$ cat config.mk
export PLATFORM = sky130hd
export DESIGN_NAME = sqrt_param
export DESIGN_NICKNAME = d
export VERILOG_FILES = /design/src/rtl/sqrt_pkg.sv /design/src/rtl/sqrt_param.sv
export SDC_FILE = /design/constraint.sdc
export NUM_CORES = 1
export LEC_CHECK = 0
export CAP_MARGIN = 20
export CELL_PAD_IN_SITES_DETAIL_PLACEMENT = 1
export CELL_PAD_IN_SITES_GLOBAL_PLACEMENT = 1
export CORE_AREA = 2 2 100 102
export CTS_CLUSTER_SIZE = 30
export DETAILED_ROUTE_END_ITERATION = 10
export DIE_AREA = 0 0 102 104
export GPL_TIMING_DRIVEN = 0
export PLACE_DENSITY = 0.63
export SLEW_MARGIN = 20
export SYNTH_ARGS = -nofsm -noshare
export SYNTH_HDL_FRONTEND = slang
export SYNTH_SLANG_ARGS = --single-unit
export TNS_END_PERCENT = 5
$ cat constraint.sdc
create_clock -name clk_i -period 2.29 [get_ports clk_i]
set_clock_uncertainty 0.1 [all_clocks]
set_input_delay 0.458 -clock clk_i [delete_from_list [all_inputs] [get_ports clk_i]]
set_output_delay 0.458 -clock clk_i [all_outputs]
set_load 0.005 [all_outputs]
$ cat src/rtl/sqrt_pkg.sv
// Shared definitions for the iterative square-root unit: FSM encoding and
// the default radicand width.
package sqrt_pkg;

    localparam int unsigned SQRT_W_DEFAULT = 16;

    typedef enum logic [1:0] {
        ST_IDLE = 2'd0,
        ST_CALC = 2'd1,
        ST_DONE = 2'd2
    } state_t;

endpackage

$ cat src/rtl/sqrt_param.sv
// Iterative digit-by-digit integer square root: one result bit per cycle,
// MSB first, with optional round-to-nearest on the registered result.
module sqrt_param
    import sqrt_pkg::*;
#(
    parameter int unsigned W     = SQRT_W_DEFAULT,
    parameter int unsigned ROUND = 0
) (
    input  logic             clk_i,
    input  logic             rst_i,
    input  logic             start_i,
    input  logic [W-1:0]     x_bi,
    output logic             busy_o,
    output logic             done_o,
    output logic [W/2-1:0]   y_bo,
    output logic [W/2:0]     rem_bo
);

    localparam int unsigned H  = W / 2;
    localparam int unsigned CW = $clog2(H);

    state_t          r_state;
    state_t          w_state_next;
    logic [W-1:0]    r_x;
    logic [H-1:0]    r_root;
    logic [H-1:0]    r_rem;
    logic [CW-1:0]   r_cnt;
    logic [H-1:0]    r_y;
    logic [H:0]      r_rem_out;

    logic            w_accept;
    logic            w_last;
    logic [H+1:0]    w_rem_sh;
    logic [H+1:0]    w_trial;
    logic [H+1:0]    w_sub;
    logic            w_borrow;
    logic [H:0]      w_rem_next;
    logic [H-1:0]    w_root_next;
    logic            w_round_up;
    logic [H-1:0]    w_y_final;

    assign w_accept = start_i && (r_state != ST_CALC);
    assign w_last   = (r_cnt == CW'(H - 1));

    // A negative difference always lands above 2^(H+1) and a valid remainder
    // never reaches it, so the top bit of the subtractor doubles as borrow.
    assign w_rem_sh    = {r_rem, r_x[W-1 -: 2]};
    assign w_trial     = {r_root, 2'b01};
    assign w_sub       = w_rem_sh - w_trial;
    assign w_borrow    = w_sub[H+1];
    assign w_rem_next  = w_borrow ? w_rem_sh[H:0] : w_sub[H:0];
    assign w_root_next = {r_root[H-2:0], ~w_borrow};

    assign w_round_up = (ROUND != 0) && ({1'b0, w_root_next} < w_rem_next);
    assign w_y_final  = (w_round_up && !(&w_root_next)) ? w_root_next + 1'b1
                                                         : w_root_next;

    always_comb begin
        w_state_next = r_state;
        case (r_state)
            ST_IDLE: if (start_i) w_state_next = ST_CALC;
            ST_CALC: if (w_last)  w_state_next = ST_DONE;
            ST_DONE: w_state_next = start_i ? ST_CALC : ST_IDLE;
            default: w_state_next = ST_IDLE;
        endcase
    end

    // NOTE: every register here uses <= so all of them see pre-edge values.
    always_ff @(posedge clk_i or negedge rst_i) begin
        if (!rst_i) begin
            r_state <= ST_IDLE;
        end else begin
            r_state <= w_state_next;
        end
    end

    always_ff @(posedge clk_i or negedge rst_i) begin
        if (!rst_i) begin
            r_x       <= '0;
            r_root    <= '0;
            r_rem     <= '0;
            r_cnt     <= '0;
            r_y       <= '0;
            r_rem_out <= '0;
        end else if (w_accept) begin
            r_x    <= x_bi;
            r_root <= '0;
            r_rem  <= '0;
            r_cnt  <= '0;
        end else if (r_state == ST_CALC) begin
            r_x    <= r_x << 2;
            r_root <= w_root_next;
            r_rem  <= w_rem_next[H-1:0];
            r_cnt  <= r_cnt + 1'b1;
            if (w_last) begin
                r_y       <= w_y_final;
                r_rem_out <= w_rem_next;
            end
        end
    end

    assign busy_o = (r_state == ST_CALC);
    assign done_o = (r_state == ST_DONE);
    assign y_bo   = r_y;
    assign rem_bo = r_rem_out;

endmodule
# --- Yosys cells after proc, flatten, opt, wreduce, memory -nomap -nowiden ---
# Index checks and enable logic that the tools add are counted.
op_classes:
  addsub: 2
  n_mul: 0
  n_div: 0
  order_cmp: 0
  eq_ne: 6
  shifts: 0
  muxes: 13
  bitwise: 2
  n_reduce_logical: 5
ops:
  columns: ["operator", "count"]
  rows:
  - ["16-bit 2-to-1 mux", 2]
  - ["8-bit 2-to-1 mux", 4]
  - ["10-bit subtractor", 1]
  - ["9-bit 2-to-1 mux", 1]
  - ["3-bit 2-to-1 mux", 2]
  - ["2-bit one-hot mux with 3 select lines", 1]
  - ["2-bit 2-to-1 mux", 2]
  - ["2-bit by 1-bit != test with 1-bit output (second input constant)", 2]
  - ["3-bit by 1-bit adder with 3-bit output (second input constant)", 1]
  - ["3-bit equality test (second input constant)", 1]
  - ["3-bit AND reduction", 1]
  - ["2-bit by 1-bit equality test with 1-bit output (second input constant)", 1]
  - ["2-bit equality test (second input constant)", 1]
  - ["2-bit zero test", 1]
  - ["2-bit != test (second input constant)", 1]
  - ["1-bit inverter", 2]
  - ["2-bit AND reduction", 1]
  - ["2-bit nonzero test", 1]
  - ["1-bit logical AND", 1]
  - ["1-bit 2-to-1 mux", 1]
word_totals:
  regBits: 54
  latchBits: 0
  ram_bits: 0
  rom_bits: 0
  input_bits: 19
  output_inout_bits: 19
  word_cells: 35
  mem_count: 0

# --- Depth between registers and ports, before layout ---
# Gate-level depths: netlist (run 1).
logic_depth:
  depth_word: 4
  ltp_mapped: 8
  mapped_depth_nobuf: 7

# --- Worst setup path after synthesis (run 1) ---
# OpenSTA, ideal clock, no wires.
synth_timing:
  path_kind: "reg-to-reg"
  startpoint: "register r_rem[4]"
  endpoint: "register r_rem_out[7], in the netlist rem_bo[7]"
  setup_ps: 130
  arrival_ps: 1845
  required_ps: 2060
  path_slack_ps: 215
  stages_incl_launch_ff: 8
  path_buffers: 1
  period_less_slack_ps: 2075
  cell_sequence: "dfrtp_1 > ha_1 > a21oi_1 > o21ai_2 > or3_4 > buf_6 > a41oi_1 > o31ai_1"
synth_between:
  elab_chain_cells: 2
synth_rtl:
  columns: ["element", "line", "text"]
  rows:
  - ["start, declared", "sqrt_param.sv:26", "logic [H-1:0] r_rem;"]
  - ["start signal, assigned", "sqrt_param.sv:93", "r_rem <= w_rem_next[H-1:0];"]
  - ["10-bit subtractor", "sqrt_param.sv:49", "assign w_sub = w_rem_sh - w_trial;"]
  - ["9-bit 2-to-1 mux", "sqrt_param.sv:51", "assign w_rem_next = w_borrow ? w_rem_sh[H:0] : w_sub[H:0];"]
  - ["end signal, assigned", "sqrt_param.sv:97", "r_rem_out <= w_rem_next;"]
  - ["end, declared", "sqrt_param.sv:29", "logic [H:0] r_rem_out;"]
# Every way passes these cells.
# A chain may end at the register's enable or synchronous reset.

# --- Worst setup path in the final report (run 1) ---
layout_timing:
  startpoint: "register r_rem[2]"
  endpoint: "register r_rem[1]"
layout_between:
  elab_chain_cells: 4
layout_rtl:
  columns: ["element", "line", "text"]
  rows:
  - ["10-bit subtractor", "sqrt_param.sv:49", null]
  - ["9-bit 2-to-1 mux", "sqrt_param.sv:51", null]
  - ["8-bit 2-to-1 mux", "sqrt_param.sv:90", "end else if (r_state == ST_CALC) begin"]
  - ["8-bit 2-to-1 mux", "sqrt_param.sv:85", "end else if (w_accept) begin"]
# Every way passes these cells. The select of a mux whose other input is x is not followed.

==> run_results.csv, run 1 <==
group,metric,value,unit
drt,wl_per_cell,16.9,um
placed_design,gp_congestion,0.850,
worst_setup_path,crit_path_end,"r_rem[1]",
timing,fin_ws,33.5,ps
timing,min_period_over_period,98.5,%
worst_setup_path,cp-start-kind,"flop",
worst_setup_path,r2r-end,"r_rem[1]",
drt,antenna_left,0,
worst_setup_path,path_class,"flop to flop",
logic_synthesis,synth_area_leaders,"dfrtp_1, nand2_1, mux2i_1, o21ai_0, ha_1",
global_route,grt_overflow,0,
worst_setup_path,cpMaxStageDelayCell,"dfrtp_1",
floorplanning,num_io_pins,38,
clocking,cts_tree,"done",
worst_setup_path,r2r_cells,8,
timing,fmax,443,MHz
power,p_leak,1.49,nW
logic_synthesis,synth.largest_area_cell,"dfrtp_1",
timing,rsz0062_at_grt,"true",
placed_design,pre_cts_slack,-212,ps
worst_setup_path,cp.required,2360,ps
floorplanning,die_h,104,um
timing,tns,0,ps
worst_setup_path,cp_top_family,"compound AO/OA/AOI/OAI gates",
worst_setup_path,crit_chain,"ha_4 > o21ai_4 > a221oi_4 > o21ai_2 > buf_6 > buf_2 > nand4_1 > o311ai_2",
logic_synthesis,yosysTopAreaCellShare,48.2,%
worst_setup_path,cp.arrival,2330,ps
hold_path,hold_path.class,"primary input to async pin",
outcome,status,"completed",
timing,max-slew-margin-rel,52.9,%
drt,wl,7910,um
worst_setup_path,crit_buf_inv,2,
logic_synthesis,yosysMostFrequentCell,"dfrtp_1",
clocking,hold_buffers,0,
cells_and_area,syn2layout_area_growth,28.5,%
logic_synthesis,ys_async_sr_fraction,100,%
worst_setup_path,rrSetupSlack,30,ps
timing,tightest_slew,707,ps
cells_and_area,stdcell_area,0.00360,mm2
clocking,clkLatencyLatePin,310,ps
global_route,grt_use_met1,21.5,%
global_route,top_usage_layer,"met2",
logic_synthesis,netlist_area,0.00280,mm2
drt,drtPass1Iterations,4,
floorplanning,die_x,102,um
cells_and_area,stdcell_count,467,
floorplanning,die-area,0.0106,mm2
floorplanning,start_util,29.4,%
floorplanning,core,0.00955,mm2
drt,first_iter_violations,84,
placed_design,placed_cells_incl_taps,454,
timing,finalSetupViolCount,0,
drt,dr_total_vias,2390,
placed_design,portBuffers,36,
drt,avgViaCountPerCell,5.12,
logic_synthesis,synth_cell_type_count,47,
worst_setup_path,worst-path-max-fanout,6,
cells_and_area,drive_above_1_share,15.0,%
placed_design,placed_cell_area,0.00333,mm2
timing,hold_viol,0,
cells_and_area,n_antenna_cell,0,
logic_synthesis,synth_cells,285,
drt,drc,0,
logic_synthesis,ys_seq_area_share,48.2,%
logic_synthesis,synth_common_cells,"dfrtp_1, nand2_1, o21ai_0",
power,ir_drop,0.550,mV
logic_synthesis,syn_area_per_cell,9.84,um2
logic_synthesis,yosysWarnings,0,
worst_setup_path,r2r_start,"r_rem[2]",
clocking,clock-root-buffer,"clkbuf_8",
worst_setup_path,startpoint,"r_rem[2]",
cells_and_area,utilization,37.7,%
logic_synthesis,synth-seq-cells,54,
run,cap_violations,0,
floorplanning,core.rowCount,36,
logic_synthesis,synth_enable_flop_cells,0,
clocking,clkTransAtPathRegs,110,ps
worst_setup_path,crit_path_end_kind,"flop",
clocking,cts_buffers,5,
global_route,grtUsageMet2,25.1,%
cells_and_area,fin_nets,363,
global_route,grt.met3_usage,2.49,%
global_route,grt_pass1_vias,2496,
power,powerDensity,1720,mW/mm2
global_route,antenna_found_initial,0,
clocking,cts.sinks,54,
clocking,h-tree-depth,2,
global_route,grt_pass1_wl,12900,um
logic_synthesis,synth_nets,314,
logic_synthesis,ys_dominant_reg_cell,"dfrtp_1",
global_route,grt_max_degree,55,
worst_setup_path,max_stage_delay,490,ps
timing,slew_viol_final,0,
worst_setup_path,worstSetupPathDepth,8,
global_route,track_usage,15.3,%
placed_design,dp_hpwl,5650,um
clocking,cts_buffer_depth,2,
timing,period_minus_slack,2260,ps
[cell usage in the layout (no fill, tap or decap), types with 2 or more instances in the layout]
cell	Yosys	routed
clkbuf_1	10	9
nand4_1	7	7
nand3_1	12	12
nor3_1	4	4
inv_4	0	2
o21ai_2	4	3
clkbuf_8	0	5
mux2i_1	16	16
ha_4	0	7
a21oi_2	0	2
nor2_1	6	6
a41oi_1	3	3
inv_1	12	8
xor2_1	2	2
dfrtp_2	0	2
and3_1	2	2
o21ai_0	30	30
a211oi_1	2	2
inv_2	1	3
clkdlybuf4s50_1	0	35
dfrtp_1	54	52
a21oi_1	7	5
nor2b_1	2	2
nand2_1	44	44
ha_1	10	3
buf_4	0	7
buf_2	5	5
o21a_1	5	5
and2_1	2	2
xnor2_1	2	2
o31ai_1	15	15
nor3_4	1	2
o22ai_1	4	4
buf_6	1	2
[where the power goes]
group | internal, mW | total, mW | leakage (nW) | switching [mW]
clock | 0.211 | 0.527 | 0.0373 | 0.316
sequential | 1.39 | 1.71 | 0.685 | 0.321
combinational | 1.78 | 3.94 | 0.764 | 2.17
[area by class of cell]
cell class | instances | area (um2)
repair buffers | 43 | 408
plain buffers | 16 | 91.3
clock inverters | 1 | 7.51
inverters | 14 | 57.6
fillers | 1129 | 5950
clock buffers | 6 | 72.6
flip-flops and latches | 54 | 1350
multi-input cells | 200 | 1450
well taps | 133 | 166
[layer usage]
layer / part of all wire [%] / up-vias
met5: 0 / -
met4: 1.5 / 0
met3: 3.3 / 9
met2: 48 / 47
met1: 48 / 1206
li1: - / 1128
[cell families after synthesis]
kind of cell | count (synthesis) | share of synthesized area, %
and+or+nand+nor | 86 | 14.9
DFF | 54 | 48.2
AOI/OAI and AO/OA | 84 | 20.9
buffers and inverters | 31 | 4.64
adders and majority gates | 10 | 4.46
xor gates and xnor gates | 4 | 1.25
muxes | 16 | 5.71
[worst min-delay path by stage]
stage	from	to	slack, ps	cells after the start
after CTS	rst_i	y_bo[6]	120	1
after floorplan	rst_i	r_cnt[0]	60	0
final	rst_i	y_bo[6]	70	1
after global placement	r_root[4]	r_root[5]	360	2
after detailed placement	y_bo[6]	y_bo[6]	370	2
after global routing	rst_i	y_bo[6]	130	1
[registers in the layout, indices dropped and copies added, names as in the netlist]
| name | cells |
|---|---|
| r_cnt | 3 |
| r_rem | 8 |
| r_root | 8 |
| r_state | 2 |
| r_x | 16 |
| rem_bo | 9 |
| y_bo | 8 |
[per-stage QoR]
| stage | hold WS (ps) | power (mW) |
|---|---|---|
| floorplan | 62.4 | 3.96 |
| global placement | 356 | 5.03 |
| detailed placement | 369 | 5.09 |
| CTS | 124 | 5.78 |
| global route | 131 | 6.71 |
| finish | 68.2 | 6.18 |
[timing repair]
action	CTS	global route
setup endpoints to repair	20	16
gates resized for setup	14	21
setup buffers	0	7
hold endpoints to repair	0	0
pin swaps	0	7
(Power assumes the default switching activity.)
==> run 2, diff against run 1 <==
==> constraint.sdc (replaced) <==
create_clock -name clk_i -period 2.5 [get_ports clk_i]
set_clock_uncertainty 0.1 [all_clocks]
set_input_delay 0.5 -clock clk_i [delete_from_list [all_inputs] [get_ports clk_i]]
set_output_delay 0.5 -clock clk_i [all_outputs]
set_load 0.005 [all_outputs]
==> run_results.csv, run 2 (synthesized netlist as in run 1, its figures left out) <==
group,metric,value,unit
global_route,grt_pass1_wl,12900,um
clocking,cts_buffers,5,
worst_setup_path,r2r_start,"r_rem[5]",
clocking,h-tree-depth,2,
drt,antenna_left,0,
global_route,track_usage,15.2,%
global_route,antenna_found_initial,0,
drt,dr_total_vias,2366,
clocking,clkTransAtPathRegs,100,ps
drt,wl_per_cell,16.6,um
worst_setup_path,crit_buf_inv,3,
power,p_comb_share,61.0,%
worst_setup_path,rrSetupSlack,160,ps
timing,rsz0062_at_grt,"true",
worst_setup_path,cp.required,1900,ps
drt,drtPass1Iterations,4,
cells_and_area,largest_reg_flops,16,
power,ir_drop,0.462,mV
global_route,grt_overflow,0,
worst_setup_path,crit_chain,"nand2b_1 > clkbuf_1 > inv_4 > clkdlybuf4s50_1",
global_route,grt_pass1_vias,2502,
cells_and_area,mostFrequentLayoutCells,"dfrtp_1, nand2_1, clkdlybuf4s50_1, o21ai_0, mux2i_1",
run,cap_violations,0,
cells_and_area,drive_above_1_share,8.54,%
drt,avgViaCountPerCell,5.13,
timing,tightest_slew,697,ps
floorplanning,die-area,0.0106,mm2
placed_design,gp_congestion,0.850,
floorplanning,start_util,29.4,%
worst_setup_path,crit_path_end_kind,"primary output",
cells_and_area,top_register,"r_x",
placed_design,portBuffers,36,
cells_and_area,multiInputGateArea,0.00133,mm2
power,pwr-share-seq,29.7,%
worst_setup_path,r2r-end,"r_rem[0]",
hold_path,hold_path.class,"primary input to async pin",
worst_setup_path,startpoint,"r_state[1]",
global_route,grt_max_degree,55,
floorplanning,die_h,104,um
drt,wl_met3,321,um
outcome,status,"completed",
floorplanning,core,0.00955,mm2
worst_setup_path,r2r_cells,7,
cells_and_area,n_antenna_cell,0,
power,p_leak,1.44,nW
power,powerDensity,1510,mW/mm2
floorplanning,core.rowCount,36,
cells_and_area,fill_cells,1144,
worst_setup_path,cp.arrival,1800,ps
timing,hold_viol,0,
timing,slew_viol_final,0,
worst_setup_path,worst-path-max-fanout,15,
timing,min_period_over_period,96.0,%
worst_setup_path,cp_top_family,"buffers and inverters",
clocking,clock-root-buffer,"clkbuf_8",
clocking,hold_buffers,0,
timing,tns,0,ps
power,p_int,2.75,mW
power,p_sw,2.42,mW
drt,wl_met2,3630,um
drt,wl_met1,3610,um
drt,drc,0,
cells_and_area,final_common_cell,"dfrtp_1",
floorplanning,die_x,102,um
timing,max-slew-margin-rel,53.5,%
power,p_clk_share,9.3,%
power,swShare,46.8,%
clocking,cts.sinks,54,
worst_setup_path,max_stage_delay,530,ps
drt,first_iter_violations,89,
drt,wl,7640,um
cells_and_area,seq_area,0.00135,mm2
cells_and_area,syn2layout_area_growth,22.1,%
worst_setup_path,cp-start-kind,"flop",
floorplanning,num_io_pins,38,
drt,highest_layer,"met4",
timing,finalSetupViolCount,0,
placed_design,dp_hpwl,5650,um
clocking,cts_tree,"done",
power,totalPowerFinal,5.16,mW
cells_and_area,fin_nets,357,
clocking,clkLatencyLatePin,300,ps
clocking,cts_buffer_depth,2,
worst_setup_path,path_class,"flop to primary output",
timing,fmax,417,MHz
worst_setup_path,cpMaxStageDelayCell,"clkdlybuf4s50_1",
timing,period_minus_slack,2400,ps
## run 2: cell types whose count changed in the layout (fill, tap and decap cells not counted), moves of 2 or more
cell	change
buf_4	-5
dfrtp_1	+2
dfrtp_2	-2
ha_1	+7
ha_4	-7
inv_1	+3
inv_2	-2
## run 2: final cells by class
cell class	instances	area share [%]
flip-flops and latches	54	39.5
multi-input cells	200	38.9
repair buffers	37	10.7
well taps	133	4.86
plain buffers	16	2.16
clock buffers	6	2.12
inverters	14	1.61
clock inverters	1	0.219
## run 2: stage by stage
step                hold slack (ps)  area, um2  cells  utilization (%)  setup WS, ps
floorplan                       104       2800    285                -           425
global placement                356       3330    454             34.9          -971
detailed placement              369       3330    454             34.9         -26.6
CTS                             166       3410    460             35.7          63.1
global route                    180       3420    461             35.9         -15.9
finish                          139       3420    461             35.9           100
## run 2: routing by layer
metal / vias up / global-route usage, %
met3: 7 / 2.49
met5: - / 0
li1: 1121 / -
met4: 0 / 2.57
met2: 62 / 25.0
met1: 1176 / 21.3
## run 2: power by group through the flow
stage                     clock network (mW)  logic, mW  registers (mW)
after global placement                     0       3.07            1.54
after detailed placement                   0       3.11            1.56
after CTS                              0.504       3.15            1.54
after global routing                   0.538       3.51            1.59
after floorplan                            0       2.14            1.48
final                                  0.479       3.15            1.54
## run 2: how the worst max path moves through the flow
stage | end | slack, ps | cells past startpoint
2_1_floorplan | rem_bo[7] | 420 | 7
3_3_place_gp | r_x[9] | -970 | 1
3_5_place_dp | busy_o | -30 | 5
4_1_cts | busy_o | 60 | 4
5_1_grt | busy_o | -20 | 4
6_report | busy_o | 100 | 4
## run 2: timing repair
| item | CTS | global route |
|---|---|---|
| resized for setup | 2 | 2 |
| buffers inserted | 0 | 1 |
| endpoints found under the setup margin | 2 | 4 |
==> run 3, diff against run 2 <==
--- a/config.mk
+++ b/config.mk
@@ -5,6 +5,7 @@
 export SDC_FILE = /design/constraint.sdc
 export NUM_CORES = 1
 export LEC_CHECK = 0
+export ABC_AREA = 0
 export CAP_MARGIN = 20
 export CELL_PAD_IN_SITES_DETAIL_PLACEMENT = 1
 export CELL_PAD_IN_SITES_GLOBAL_PLACEMENT = 1
==> constraint.sdc (replaced) <==
create_clock -name clk_i -period 2.95 [get_ports clk_i]
set_clock_uncertainty 0.1 [all_clocks]
set_input_delay 0.59 -clock clk_i [delete_from_list [all_inputs] [get_ports clk_i]]
set_output_delay 0.59 -clock clk_i [all_outputs]
set_load 0.005 [all_outputs]
==> run_results.csv, run 3 (synthesized netlist as in run 1, its figures left out) <==
group,metric,value,unit
outcome,status,"completed",
timing,hold_viol,0,
worst_setup_path,cp.arrival,1880,ps
clocking,h-tree-depth,2,
cells_and_area,fill_cells,1144,
timing,max-slew-margin-rel,53.3,%
clocking,post_cts_resized,0,
worst_setup_path,crit_chain,"nand2b_1 > clkbuf_1 > inv_2 > clkdlybuf4s50_1",
floorplanning,die-area,0.0106,mm2
worst_setup_path,crit_path_end_kind,"primary output",
drt,wl_met1,3750,um
global_route,track_usage,15.2,%
clocking,cts_buffer_depth,2,
power,ir_drop,0.392,mV
cells_and_area,top_register,"r_x",
drt,drc,0,
cells_and_area,drive_above_1_share,7.65,%
worst_setup_path,cpMaxStageDelayCell,"clkdlybuf4s50_1",
timing,tightest_slew,701,ps
drt,wl,7670,um
drt,highest_layer,"met4",
clocking,hold_buffers,0,
drt,wl_met2,3680,um
power,p_leak,1.44,nW
floorplanning,start_util,29.4,%
power,totalPowerFinal,4.34,mW
floorplanning,num_io_pins,38,
cells_and_area,mostFrequentLayoutCells,"dfrtp_1, nand2_1, clkdlybuf4s50_1, o21ai_0, mux2i_1",
timing,period_minus_slack,2570,ps
clocking,clkTransAtPathRegs,100,ps
timing,fmax,388,MHz
worst_setup_path,max_stage_delay,560,ps
placed_design,placed_cells_incl_taps,454,
floorplanning,core.rowCount,36,
timing,hold-worst-slack,232,ps
floorplanning,die_h,104,um
drt,dr_total_vias,2343,
timing,finalSetupViolCount,0,
cells_and_area,largest_reg_flops,16,
clocking,cts.sinks,54,
clocking,cts_buffers,5,
power,powerDensity,1270,mW/mm2
clocking,clkLatencyLatePin,300,ps
cells_and_area,fin_nets,356,
placed_design,gp_congestion,0.850,
run,cap_violations,0,
clocking,cts_tree,"done",
global_route,grt_pass1_vias,2502,
placed_design,placed_cell_area,0.00333,mm2
timing,slew_viol_final,0,
drt,wl_per_cell,16.7,um
worst_setup_path,cp.required,2260,ps
cells_and_area,stdcell_count,460,
floorplanning,core,0.00955,mm2
global_route,grt_max_degree,55,
clocking,cts_setup_buffers,0,
worst_setup_path,crit_buf_inv,3,
cells_and_area,n_antenna_cell,0,
cells_and_area,syn2layout_area_growth,21.4,%
placed_design,portBuffers,36,
timing,tns,0,ps
worst_setup_path,path_class,"flop to primary output",
drt,antenna_left,0,
timing,min_period_over_period,87.3,%
worst_setup_path,cp-start-kind,"flop",
worst_setup_path,worst-path-max-fanout,15,
hold_path,hold_path.class,"primary input to async pin",
drt,wl_met3,206,um
drt,avgViaCountPerCell,5.09,
worst_setup_path,cp_top_family,"buffers and inverters",
floorplanning,die_x,102,um
cells_and_area,final_common_cell,"dfrtp_1",
clocking,clock-root-buffer,"clkbuf_8",
placed_design,dp_hpwl,5650,um
global_route,grt_overflow,0,
timing,rsz0062_at_grt,"false",
global_route,antenna_found_initial,0,
cells_and_area,stdcell_area,0.00340,mm2
drt,drtPass1Iterations,4,
global_route,grt_pass1_wl,12900,um
drt,first_iter_violations,93,
-- run 3: cell count changes in the layout (fill, tap and decap cells not counted), sizes merged --
cell	previous run	this run
buf	9	8
-- run 3: worst register-to-register path, cell delays in order (launching register included) --
cell     delay [ps]
dfrtp_1         370
inv_1           190
ha_1            340
a21oi_1         220
o21ai_2         140
nor3_2          590
nor2_4          150
a221o_1         320
-- run 3: power by group --
group          internal [mW]  leakage, nW  switching, mW
Sequential              1.08        0.687          0.226
Clock                  0.164       0.0373          0.243
Combinational           1.07        0.712           1.56
Total                   2.31         1.44           2.03
-- run 3: path summary, 6_finish.rpt --
kind | startpoint | to | slack (ps) | depth (start not counted)
max | r_state[1] | busy_o | 380 | 4
max in group asynchronous | rst_i | r_x[10] | 2060 | 1
max reg2reg | r_root[6] | rem_bo[0] | 420 | 7
min | rst_i | y_bo[6] | 230 | 1
min reg2reg | y_bo[7] | y_bo[7] | 380 | 2
min in group clk_i | y_bo[7] | y_bo[7] | 380 | 2
-- run 3: layer usage --
layer	global-route usage (%)	vias to the layer above
met3	2.49	5
met4	2.57	0
li1	-	1114
met2	25.0	40
met5	0	-
met1	21.3	1184
-- run 3: per-stage QoR --
step | setup slack [ps] | utilization, %
CTS | 348 | 35.7
finish | 375 | 35.7
global route | 237 | 35.7
global placement | -611 | 34.9
detailed placement | 333 | 34.9
floorplan | 875 | -
-- run 3: layout make-up --
type	instances	area, um2	area share, %
flip-flops and latches	54	1350	39.7
multi-input cells	200	1320	38.8
clock inverters	1	7.51	0.221
inverters	14	52.6	1.54
repair buffers	36	358	10.5
clock buffers	6	72.6	2.13
plain buffers	16	73.8	2.17
well taps	133	166	4.89
